$ cat src/rtl/mul_div_unit.sv
// Multi-cycle MIPS multiply/divide unit with architectural HI/LO registers.
// Radix-2 datapath: shift-add multiply and restoring divide, one bit per
// cycle, with sign fix-up in a final cycle before HI/LO are written.
// Optional feature macro: MDU_DIV0_FLAG_EN adds a div0 output and a
// one-cycle fast path for divide-by-zero.
module mul_div_unit #(
  parameter int WIDTH = 32,
  parameter int CNT_W = 5
) (
  input  logic             clk,
  input  logic             rst_n,
  input  logic             start,
  input  logic [1:0]       op,
  input  logic [WIDTH-1:0] rs_data,
  input  logic [WIDTH-1:0] rt_data,
  input  logic             hi_wr,
  input  logic             lo_wr,
  input  logic [WIDTH-1:0] wr_data,
  output logic             busy,
  output logic             done,
`ifdef MDU_DIV0_FLAG_EN
  output logic             div0,
`endif
  output logic [WIDTH-1:0] hi,
  output logic [WIDTH-1:0] lo
);

  typedef enum logic [1:0] {IDLE, CALC, FIX} state_t;

  state_t             state_q, state_d;
  logic [WIDTH-1:0]   acc_q, acc_d;    // product upper half / partial remainder
  logic [WIDTH-1:0]   a_q, a_d;        // multiplier (shifts out) / dividend->quotient
  logic [WIDTH-1:0]   b_q, b_d;        // multiplicand / divisor magnitude
  logic [CNT_W-1:0]   cnt_q, cnt_d;
  logic               is_div_q, is_div_d;
  logic               neg_q, neg_d;    // negate product / quotient
  logic               rneg_q, rneg_d;  // negate remainder (dividend sign)
  logic [WIDTH-1:0]   hi_q, hi_d;
  logic [WIDTH-1:0]   lo_q, lo_d;
  logic               done_q, done_d;
`ifdef MDU_DIV0_FLAG_EN
  logic               dz_q, dz_d;      // FIX entered via the divide-by-zero shortcut
  logic               div0_q, div0_d;
`endif

  logic               is_signed;
  logic [WIDTH-1:0]   rs_mag, rt_mag;
  logic [WIDTH:0]     mul_sum;
  logic [WIDTH:0]     div_sh;
  logic [WIDTH-1:0]   div_rem;
  logic               div_ok;
  logic [2*WIDTH-1:0] product, product_neg;

  assign is_signed   = ~op[0];
  assign rs_mag      = (is_signed && rs_data[WIDTH-1]) ? -rs_data : rs_data;
  assign rt_mag      = (is_signed && rt_data[WIDTH-1]) ? -rt_data : rt_data;
  assign mul_sum     = {1'b0, acc_q} + {1'b0, b_q};
  assign div_sh      = {acc_q, a_q[WIDTH-1]};
  assign div_ok      = div_sh >= {1'b0, b_q};
  assign div_rem     = WIDTH'(div_sh - {1'b0, b_q});
  assign product     = {acc_q, a_q};
  assign product_neg = -product;

  // Next-state, datapath iteration and HI/LO update
  always_comb begin
    state_d  = state_q;
    acc_d    = acc_q;
    a_d      = a_q;
    b_d      = b_q;
    cnt_d    = cnt_q;
    is_div_d = is_div_q;
    neg_d    = neg_q;
    rneg_d   = rneg_q;
    hi_d     = hi_q;
    lo_d     = lo_q;
    done_d   = 1'b0;
`ifdef MDU_DIV0_FLAG_EN
    dz_d     = dz_q;
    div0_d   = 1'b0;
`endif
    case (state_q)
      IDLE: begin
        if (start) begin
          // start has priority; concurrent MTHI/MTLO are dropped
          state_d  = CALC;
          cnt_d    = '0;
          acc_d    = '0;
          is_div_d = op[1];
          neg_d    = is_signed & (rs_data[WIDTH-1] ^ rt_data[WIDTH-1]);
          rneg_d   = is_signed & rs_data[WIDTH-1];
          if (op[1]) begin
            a_d = rs_mag;
            b_d = rt_mag;
          end else begin
            a_d = rt_mag;
            b_d = rs_mag;
          end
`ifdef MDU_DIV0_FLAG_EN
          dz_d = 1'b0;
          if (op[1] && rt_data == '0) begin
            state_d = FIX;
            a_d     = rs_data;
            dz_d    = 1'b1;
          end
`endif
        end else begin
          if (hi_wr) hi_d = wr_data;
          if (lo_wr) lo_d = wr_data;
        end
      end
      CALC: begin
        if (is_div_q) begin
          acc_d = div_ok ? div_rem : div_sh[WIDTH-1:0];
          a_d   = {a_q[WIDTH-2:0], div_ok};
        end else if (a_q[0]) begin
          {acc_d, a_d} = {mul_sum, a_q[WIDTH-1:1]};
        end else begin
          {acc_d, a_d} = {1'b0, acc_q, a_q[WIDTH-1:1]};
        end
        cnt_d = cnt_q + CNT_W'(1);
        if (cnt_q == CNT_W'(WIDTH-1)) state_d = FIX;
      end
      FIX: begin
        state_d = IDLE;
        done_d  = 1'b1;
        if (is_div_q) begin
          lo_d = neg_q  ? -a_q   : a_q;
          hi_d = rneg_q ? -acc_q : acc_q;
        end else begin
          {hi_d, lo_d} = neg_q ? product_neg : product;
        end
`ifdef MDU_DIV0_FLAG_EN
        if (dz_q) begin
          hi_d   = a_q;
          lo_d   = '1;
          div0_d = 1'b1;
        end
`endif
      end
      default: state_d = IDLE;
    endcase
  end

  // FSM state register
  always_ff @(posedge clk or negedge rst_n) begin
    if (!rst_n) state_q <= IDLE;
    else        state_q <= state_d;
  end

  // Datapath and architectural registers
  always_ff @(posedge clk or negedge rst_n) begin
    if (!rst_n) begin
      acc_q    <= '0;
      a_q      <= '0;
      b_q      <= '0;
      cnt_q    <= '0;
      is_div_q <= 1'b0;
      neg_q    <= 1'b0;
      rneg_q   <= 1'b0;
      hi_q     <= '0;
      lo_q     <= '0;
      done_q   <= 1'b0;
`ifdef MDU_DIV0_FLAG_EN
      dz_q     <= 1'b0;
      div0_q   <= 1'b0;
`endif
    end else begin
      acc_q    <= acc_d;
      a_q      <= a_d;
      b_q      <= b_d;
      cnt_q    <= cnt_d;
      is_div_q <= is_div_d;
      neg_q    <= neg_d;
      rneg_q   <= rneg_d;
      hi_q     <= hi_d;
      lo_q     <= lo_d;
      done_q   <= done_d;
`ifdef MDU_DIV0_FLAG_EN
      dz_q     <= dz_d;
      div0_q   <= div0_d;
`endif
    end
  end

  assign busy = (state_q != IDLE);
  assign done = done_q;
  assign hi   = hi_q;
  assign lo   = lo_q;
`ifdef MDU_DIV0_FLAG_EN
  assign div0 = div0_q;
`endif

endmodule
$ cat config.mk
export PLATFORM = sky130hd
export DESIGN_NAME = mul_div_unit
export DESIGN_NICKNAME = d
export VERILOG_FILES = /design/src/rtl/mul_div_unit.sv
export SDC_FILE = /design/constraint.sdc
export NUM_CORES = 1
export LEC_CHECK = 0
export CAP_MARGIN = 30
export CORE_ASPECT_RATIO = 1.5
export CORE_UTILIZATION = 40
export DETAILED_ROUTE_END_ITERATION = 16
export DONT_BUFFER_PORTS = 1
export GPL_TIMING_DRIVEN = 0
export PLACE_DENSITY = 0.64
export SYNTH_ARGS = -nofsm -noshare
export SYNTH_HDL_FRONTEND = slang
export SYNTH_SLANG_ARGS = --single-unit
export TNS_END_PERCENT = 20
$ cat constraint.sdc
create_clock -name clk -period 3 [get_ports clk]
set_input_delay 0.15 -clock clk [delete_from_list [all_inputs] [get_ports clk]]
set_output_delay 0.15 -clock clk [all_outputs]
set_load 0.01 [all_outputs]
==> results of run 1 <==
==> power by group <==
part	total [mW]	switching, mW	internal, mW
Sequential	5.39	1.86	3.53
Clock	2.39	1.23	1.15
Combinational	18.4	11.0	7.46
Total	26.2	14.1	12.1
==> metal layers <==
layer  wire, microns  track usage, %  vias up
li1                -               -     7367
met1           24200            36.4     7826
met2           32300            57.2      843
met3            4250            5.33      275
met4            6200            26.4        0
met5               0               0        -
==> layout by cell type, fill, tap and decap left out, types with 25 or more instances in the layout <==
master / Yosys / layout
mux2i_1: 100 / 100
dlygate4sd3_1: 0 / 37
buf_4: 0 / 50
nor2b_1: 31 / 29
nor3_1: 27 / 25
xnor2_1: 102 / 98
nand2_1: 228 / 223
ha_1: 70 / 45
inv_1: 60 / 55
o21ai_0: 203 / 180
a21oi_1: 184 / 168
dfrtp_2: 0 / 33
nor2_1: 133 / 126
a211oi_1: 50 / 48
dfrtp_1: 171 / 138
clkbuf_1: 108 / 78
xor2_1: 69 / 64
o211ai_1: 47 / 47
==> logic make-up (layout without fill, tap and decap cells) <==
group / after synthesis / count (layout) / synth area share [%]
other: 0 / 1 / 0
and+or+nand+nor: 581 / 581 / 17.8
buffers and inverters: 199 / 304 / 4.97
muxes: 106 / 106 / 6.90
adders and majority gates: 72 / 72 / 5.92
DFF: 171 / 171 / 27.6
xor gates and xnor gates: 171 / 171 / 9.67
AOI/OAI and AO/OA: 679 / 679 / 27.1
==> layout make-up <==
type / count / area (sq um)
diodes: 1 / 2.50
plain buffers: 120 / 519
clock buffers: 17 / 425
clock inverters: 15 / 216
fillers: 3755 / 19400
inverters: 61 / 229
multi-input cells: 1609 / 11300
flip-flops and latches: 171 / 4320
well taps: 489 / 612
repair buffers: 91 / 798
==> state kept, by name, summed over array words and instances (netlist names) <==
register and count:
lo 32, is_div_q 1, hi 32, acc_q 32, rneg_q 1, a_q 32, b_q 32, done 1
state_q 2, neg_q 1, cnt_q 5
==> worst max path at each step <==
stage | startpoint | endpoint | cells after the start
after global routing | a_q[31]$_DFFE_PN0P_ | acc_q[26]$_DFFE_PN0P_ | 13
after CTS | a_q[5]$_DFFE_PN0P_ | hi[19]$_DFFE_PN0P_ | 8
after global placement | a_q[0]$_DFFE_PN0P_ | hi[8]$_DFFE_PN0P_ | 13
after detailed placement | a_q[0]$_DFFE_PN0P_ | hi[8]$_DFFE_PN0P_ | 13
final | a_q[4]$_DFFE_PN0P_ | hi[19]$_DFFE_PN0P_ | 8
after floorplan | a_q[4]$_DFFE_PN0P_ | hi[19]$_DFFE_PN0P_ | 10
==> stage by stage <==
stage / hold WS [ns] / utilization, % / setup TNS [ns] / power [mW]
6_report: -0.631 / 48.7 / -4.74 / 26.2
5_1_grt: -0.646 / 48.7 / -9.27 / 27.8
4_1_cts: -0.648 / 46.6 / -7.11 / 24.4
3_5_place_dp: -0.143 / 42.5 / -62.25 / 20.8
3_3_place_gp: -0.142 / 42.5 / -59.82 / 20.6
2_1_floorplan: -0.146 / - / -0.453 / 16.0
==> timing repair <==
item	in CTS	in global routing
gates resized for setup	129	143
pin swaps	25	52
endpoints found under the setup margin	96	85
buffers inserted	20	34
endpoints found under the hold margin	239	171
==> flow_metrics.tcl, run 1 <==
set metrics [dict create \
    num_rows 87 \
    synth_edf_count 0 \
    path_max_fanout 4 \
    required_ns 3.40 \
    crit_top_cell "or4_4" \
    netlist_area_sq_mm 0.0155 \
    synth_top_flop_cell "dfrtp_1" \
    powerDensity_mw_per_mm2 1420 \
    hpwl_microns 51400 \
    ant_nets 0 \
    ys_seq_area_share_pct 27.6 \
    synth_cell_types 73 \
    layout-drive-gt1-share_pct 14.8 \
    die_h_microns 243 \
    numCtsBuffers 17 \
    vdd_ir_drop_max_uv 669 \
    pre_cts_slack_ns -1.34 \
    cp_num_buf_inv 0 \
    final_hold_viol_count 171 \
    placed_area_sq_mm 0.0161 \
    vias 16300 \
    cts-htree-levels 4 \
    postLayoutCellArea_sq_mm 0.0184 \
    root_buffer "clkbuf_16" \
    drtIter0Drc 1479 \
    dieArea_sq_mm 0.0395 \
    final_nets 2246 \
    start_util_pct 40.9 \
    avgSynthCellArea_sq_um 7.82 \
    fin_crit_ns 3.32 \
    first_global_vias 16100 \
    grt_max_degree 172 \
    status "finished, violations left" \
    io_buffers 0 \
    hp-class "in -> async" \
    synth_top_area_share_pct 27.6 \
    core_sq_mm 0.0379 \
    yosysMostFrequentCell "nand2_1" \
    startpoint_type "flip-flop" \
    r2r_slack_ns -0.32 \
    setup_viol 51 \
    place_inst 2468 \
    crit_path_cell_trace "or4_4 > or4_4 > or4_4 > o21ai_4 > nor4b_4 > a31oi_1 > or4_4 > o21ai_1" \
    clkTransAtPathRegs_ns 0.09 \
    syn_inst 1979 \
    grt_antenna_before_repair 0 \
    crit_path_top_delay_cell "or4_4" \
    wl_per_cell_microns 26.0 \
    holdWs_ns -0.631 \
    tightestPinTransition_ns 0.976 \
    violations "hold timing, setup timing" \
    fin_cells 2574 \
    rr_worst_depth 8 \
    postRouteWirelength_microns 66900 \
    finClkSkew_ns 0.0199 \
    ys_warn_count 0 \
    slew_headroom_pct 34.9 \
    drt-pass1-iter-count 6 \
    p_leak_nw 7.05 \
    grt_pass1_wl_microns 98500 \
    worstSkewPairLatency_ns 0.47 \
    slew_violations 0 \
    die_x_microns 163 \
    yosysTopAreaCell "dfrtp_1" \
    slowest_delay_ns 0.56 \
    ctsHoldBuffers 37 \
    fin_ws_ns -0.318 \
    place_congestion 1.02 \
    reg2reg_from "a_q[4]$_DFFE_PN0P_" \
    max_freq_mhz 301 \
    ios 169 \
    synth_area_leaders "dfrtp_1, o21ai_0, mux2i_1" \
    endpoint_kind "flip-flop" \
    rr_endpoint "hi[19]$_DFFE_PN0P_" \
    viasPerCell 6.34 \
    cts.sinks 171 \
    critPathTopFamily "simple AND/OR/NAND/NOR gates" \
    drc 0 \
    grtUsageTotal_pct 33.4 \
    async_reset_ff_share_pct 100 \
    cp.arrival_ns 3.72 \
    syn-num-nets 2154 \
    ys_ff_latch 171 \
    grt_overflow_total 0 \
    period_share_pct 111 \
    cts_tree "yes" \
    area_delta_synth_final_pct 19.1 \
    ys_top_cells_by_count "nand2_1, o21ai_0, a21oi_1, dfrtp_1, nor2_1" \
    drv_cap 0 \
    clk_path_buf_depth 2 \
    rsz0062_at_grt "true" \
    crit_type "reg -> reg" \
]
Power figures use the tool's default switching activity.
==> run 2: changes to the inputs <==
--- a/config.mk
+++ b/config.mk
@@ -7,11 +7,11 @@
 export LEC_CHECK = 0
 export CAP_MARGIN = 30
 export CORE_ASPECT_RATIO = 1.5
-export CORE_UTILIZATION = 40
+export CORE_UTILIZATION = 53
 export DETAILED_ROUTE_END_ITERATION = 16
 export DONT_BUFFER_PORTS = 1
 export GPL_TIMING_DRIVEN = 0
-export PLACE_DENSITY = 0.64
+export PLACE_DENSITY = 0.79
 export SYNTH_ARGS = -nofsm -noshare
 export SYNTH_HDL_FRONTEND = slang
 export SYNTH_SLANG_ARGS = --single-unit
==> run 2 against run 1 <==
- the flow still finishes with violations (hold timing, setup timing)
- critical path depth did not move
- first-iteration DRC count rose by 18%
- global-route usage up 11 points
- register-to-register slack got worse by 0.08 ns
- die area is 24% lower
- routed wire length is 1.1% lower
- clock power about the same
- fmax decreased by 2.3%
- utilization rose by 15 points
- clock skew down 0.0057 ns
- final area down 1.3%
- hold slack gained 0.0025 ns
- critical endpoint unchanged
==> flow_metrics.tcl, run 2 (same netlist as run 1, synthesis figures left out) <==
set metrics [dict create \
    finClkSkew_ns 0.0142 \
    die_h_microns 211 \
    r2r_slack_ns -0.40 \
    postRouteWirelength_microns 66200 \
    setup_viol 35 \
    io_buffers 0 \
    status "finished, violations left" \
    required_ns 3.39 \
    rr_worst_depth 8 \
    grt_antenna_before_repair 3 \
    cts.sinks 171 \
    p_int_mw 12.1 \
    fin_ws_ns -0.398 \
    drtIter0Drc 1748 \
    layout-drive-gt1-share_pct 14.0 \
    worstSkewPairLatency_ns 0.46 \
    hpwl_microns 49200 \
    place_congestion 1.05 \
    grt_util_met2_pct 69.1 \
    drt-pass1-iter-count 8 \
    p_leak_nw 6.99 \
    tightestPinTransition_ns 0.958 \
    fill_cells 2537 \
    grt_overflow_total 0 \
    placed_area_sq_mm 0.0160 \
    grt_pass1_wl_microns 97600 \
    clk_path_buf_depth 2 \
    grt_util_met3_pct 11.0 \
    holdWs_ns -0.628 \
    layout_common_cells "nand2_1, o21ai_0, a21oi_1, dfrtp_1, nor2_1" \
    ant_nets 0 \
    slew_violations 0 \
    crit_top_cell "or4_4" \
    clockPowerShare_pct 9.3 \
    period_share_pct 113 \
    path_max_fanout 6 \
    num_rows 76 \
    use_met1_pct 48.8 \
    slowest_delay_ns 0.61 \
    cts_tree "yes" \
    fin_crit_ns 3.40 \
    ff_latch_area_sq_mm 0.00432 \
    die_x_microns 142 \
    cts-htree-levels 4 \
    ios 169 \
    reg2reg_from "a_q[12]$_DFFE_PN0P_" \
    pre_cts_slack_ns -1.52 \
    startpoint_type "flip-flop" \
    endpoint_kind "flip-flop" \
    final_hold_viol_count 171 \
    vdd_ir_drop_max_uv 1030 \
    final_nets 2245 \
    wl_per_cell_microns 26.7 \
    root_buffer "clkbuf_16" \
    final_common_cell "nand2_1" \
    total_power_mw 25.9 \
    rsz0062_at_grt "true" \
    top_usage_layer "met2" \
    vias 16800 \
    grtUsageTotal_pct 44.4 \
    crit_path_top_delay_cell "or4_4" \
    cp.arrival_ns 3.79 \
    dieArea_sq_mm 0.0299 \
    switchingPower_mw 13.8 \
    core_sq_mm 0.0287 \
    switching_share_pct 53.2 \
    crit_type "reg -> reg" \
    p_comb_share_pct 69.9 \
    clkTransAtPathRegs_ns 0.08 \
    numCtsBuffers 17 \
    hp-class "in -> async" \
    slew_headroom_pct 36.1 \
    fin_tns_setup_ns -4.56 \
    max_freq_mhz 294 \
    seqPwrFrac_pct 20.8 \
    first_global_vias 16100 \
    powerDensity_mw_per_mm2 1420 \
    grt_max_degree 172 \
    drc 0 \
    area_delta_synth_final_pct 17.5 \
    postLayoutCellArea_sq_mm 0.0182 \
    start_util_pct 53.9 \
    crit_path_cell_trace "or4_4 > nand4bb_4 > or4_4 > o21ai_4 > nor4b_4 > a31oi_1 > or4_4 > o21ai_2" \
    violations "hold timing, setup timing" \
    rr_endpoint "hi[19]$_DFFE_PN0P_" \
    ctsHoldBuffers 37 \
    multi_input_area_sq_mm 0.0112 \
    drv_cap 0 \
    viasPerCell 6.80 \
]
[run 2: cell count changes in the layout (fill, tap and decap cells not counted), moves of 4 or more]
cell / change
o21ai_1: -4
a21oi_1: +4
a21oi_2: -4
nor2_2: -4
clkbuf_1: +5
nor2_1: +5
[run 2: metal layers]
metal / vias up / wire [microns]
met2: 1154 / 29900
met1: 7918 / 22900
met3: 376 / 6130
met4: 4 / 7120
met5: - / 40
li1: 7391 / -
[run 2: layout make-up]
cell class | instances | area share (%)
Multi-Input combinational cell | 1609 | 61.6
Sequential cell | 171 | 23.8
Timing Repair Buffer | 87 | 4.18
Buffer | 123 | 2.91
Tap cell | 390 | 2.68
Clock buffer | 18 | 2.41
Inverter | 61 | 1.28
Clock inverter | 14 | 1.09
Antenna cell | 4 | 0.0550
[run 2: worst max path at each step]
stage / from / to / cells after the start
after floorplan: a_q[4]$_DFFE_PN0P_ / hi[19]$_DFFE_PN0P_ / 10
after global placement: a_q[0]$_DFFE_PN0P_ / hi[28]$_DFFE_PN0P_ / 14
after detailed placement: a_q[0]$_DFFE_PN0P_ / hi[28]$_DFFE_PN0P_ / 14
after CTS: a_q[5]$_DFFE_PN0P_ / hi[19]$_DFFE_PN0P_ / 8
after global routing: a_q[6]$_DFFE_PN0P_ / hi[19]$_DFFE_PN0P_ / 8
final: a_q[12]$_DFFE_PN0P_ / hi[19]$_DFFE_PN0P_ / 8
[run 2: power by group through the flow]
| stage | sequential [mW] | combinational [mW] | clock [mW] |
|---|---|---|---|
| floorplan | 4.53 | 11.4 | 0 |
| global placement | 5.18 | 15.1 | 0 |
| detailed placement | 5.21 | 15.3 | 0 |
| CTS | 5.23 | 16.3 | 2.38 |
| global route | 5.44 | 19.4 | 2.46 |
| finish | 5.38 | 18.1 | 2.40 |
[run 2: what timing repair did]
item,CTS,global route
resized for setup,126,128
setup endpoints to repair,95,97
endpoints found under the hold margin,238,171
pin swaps,22,35
cloned,1,0
buffers inserted,24,25
[run 2: stage by stage]
step | util, % | instances
floorplan | - | 1979
global placement | 55.7 | 2369
finish | 63.4 | 2477
detailed placement | 55.7 | 2369
CTS | 61.0 | 2450
global route | 63.3 | 2473
[run 2: critical path, delay by kind of cell, from the launching register on]
kind / cells / cell delay (ns)
compound gates: 3 / 0.52
flops: 1 / 0.47
simple gates: 5 / 2.31
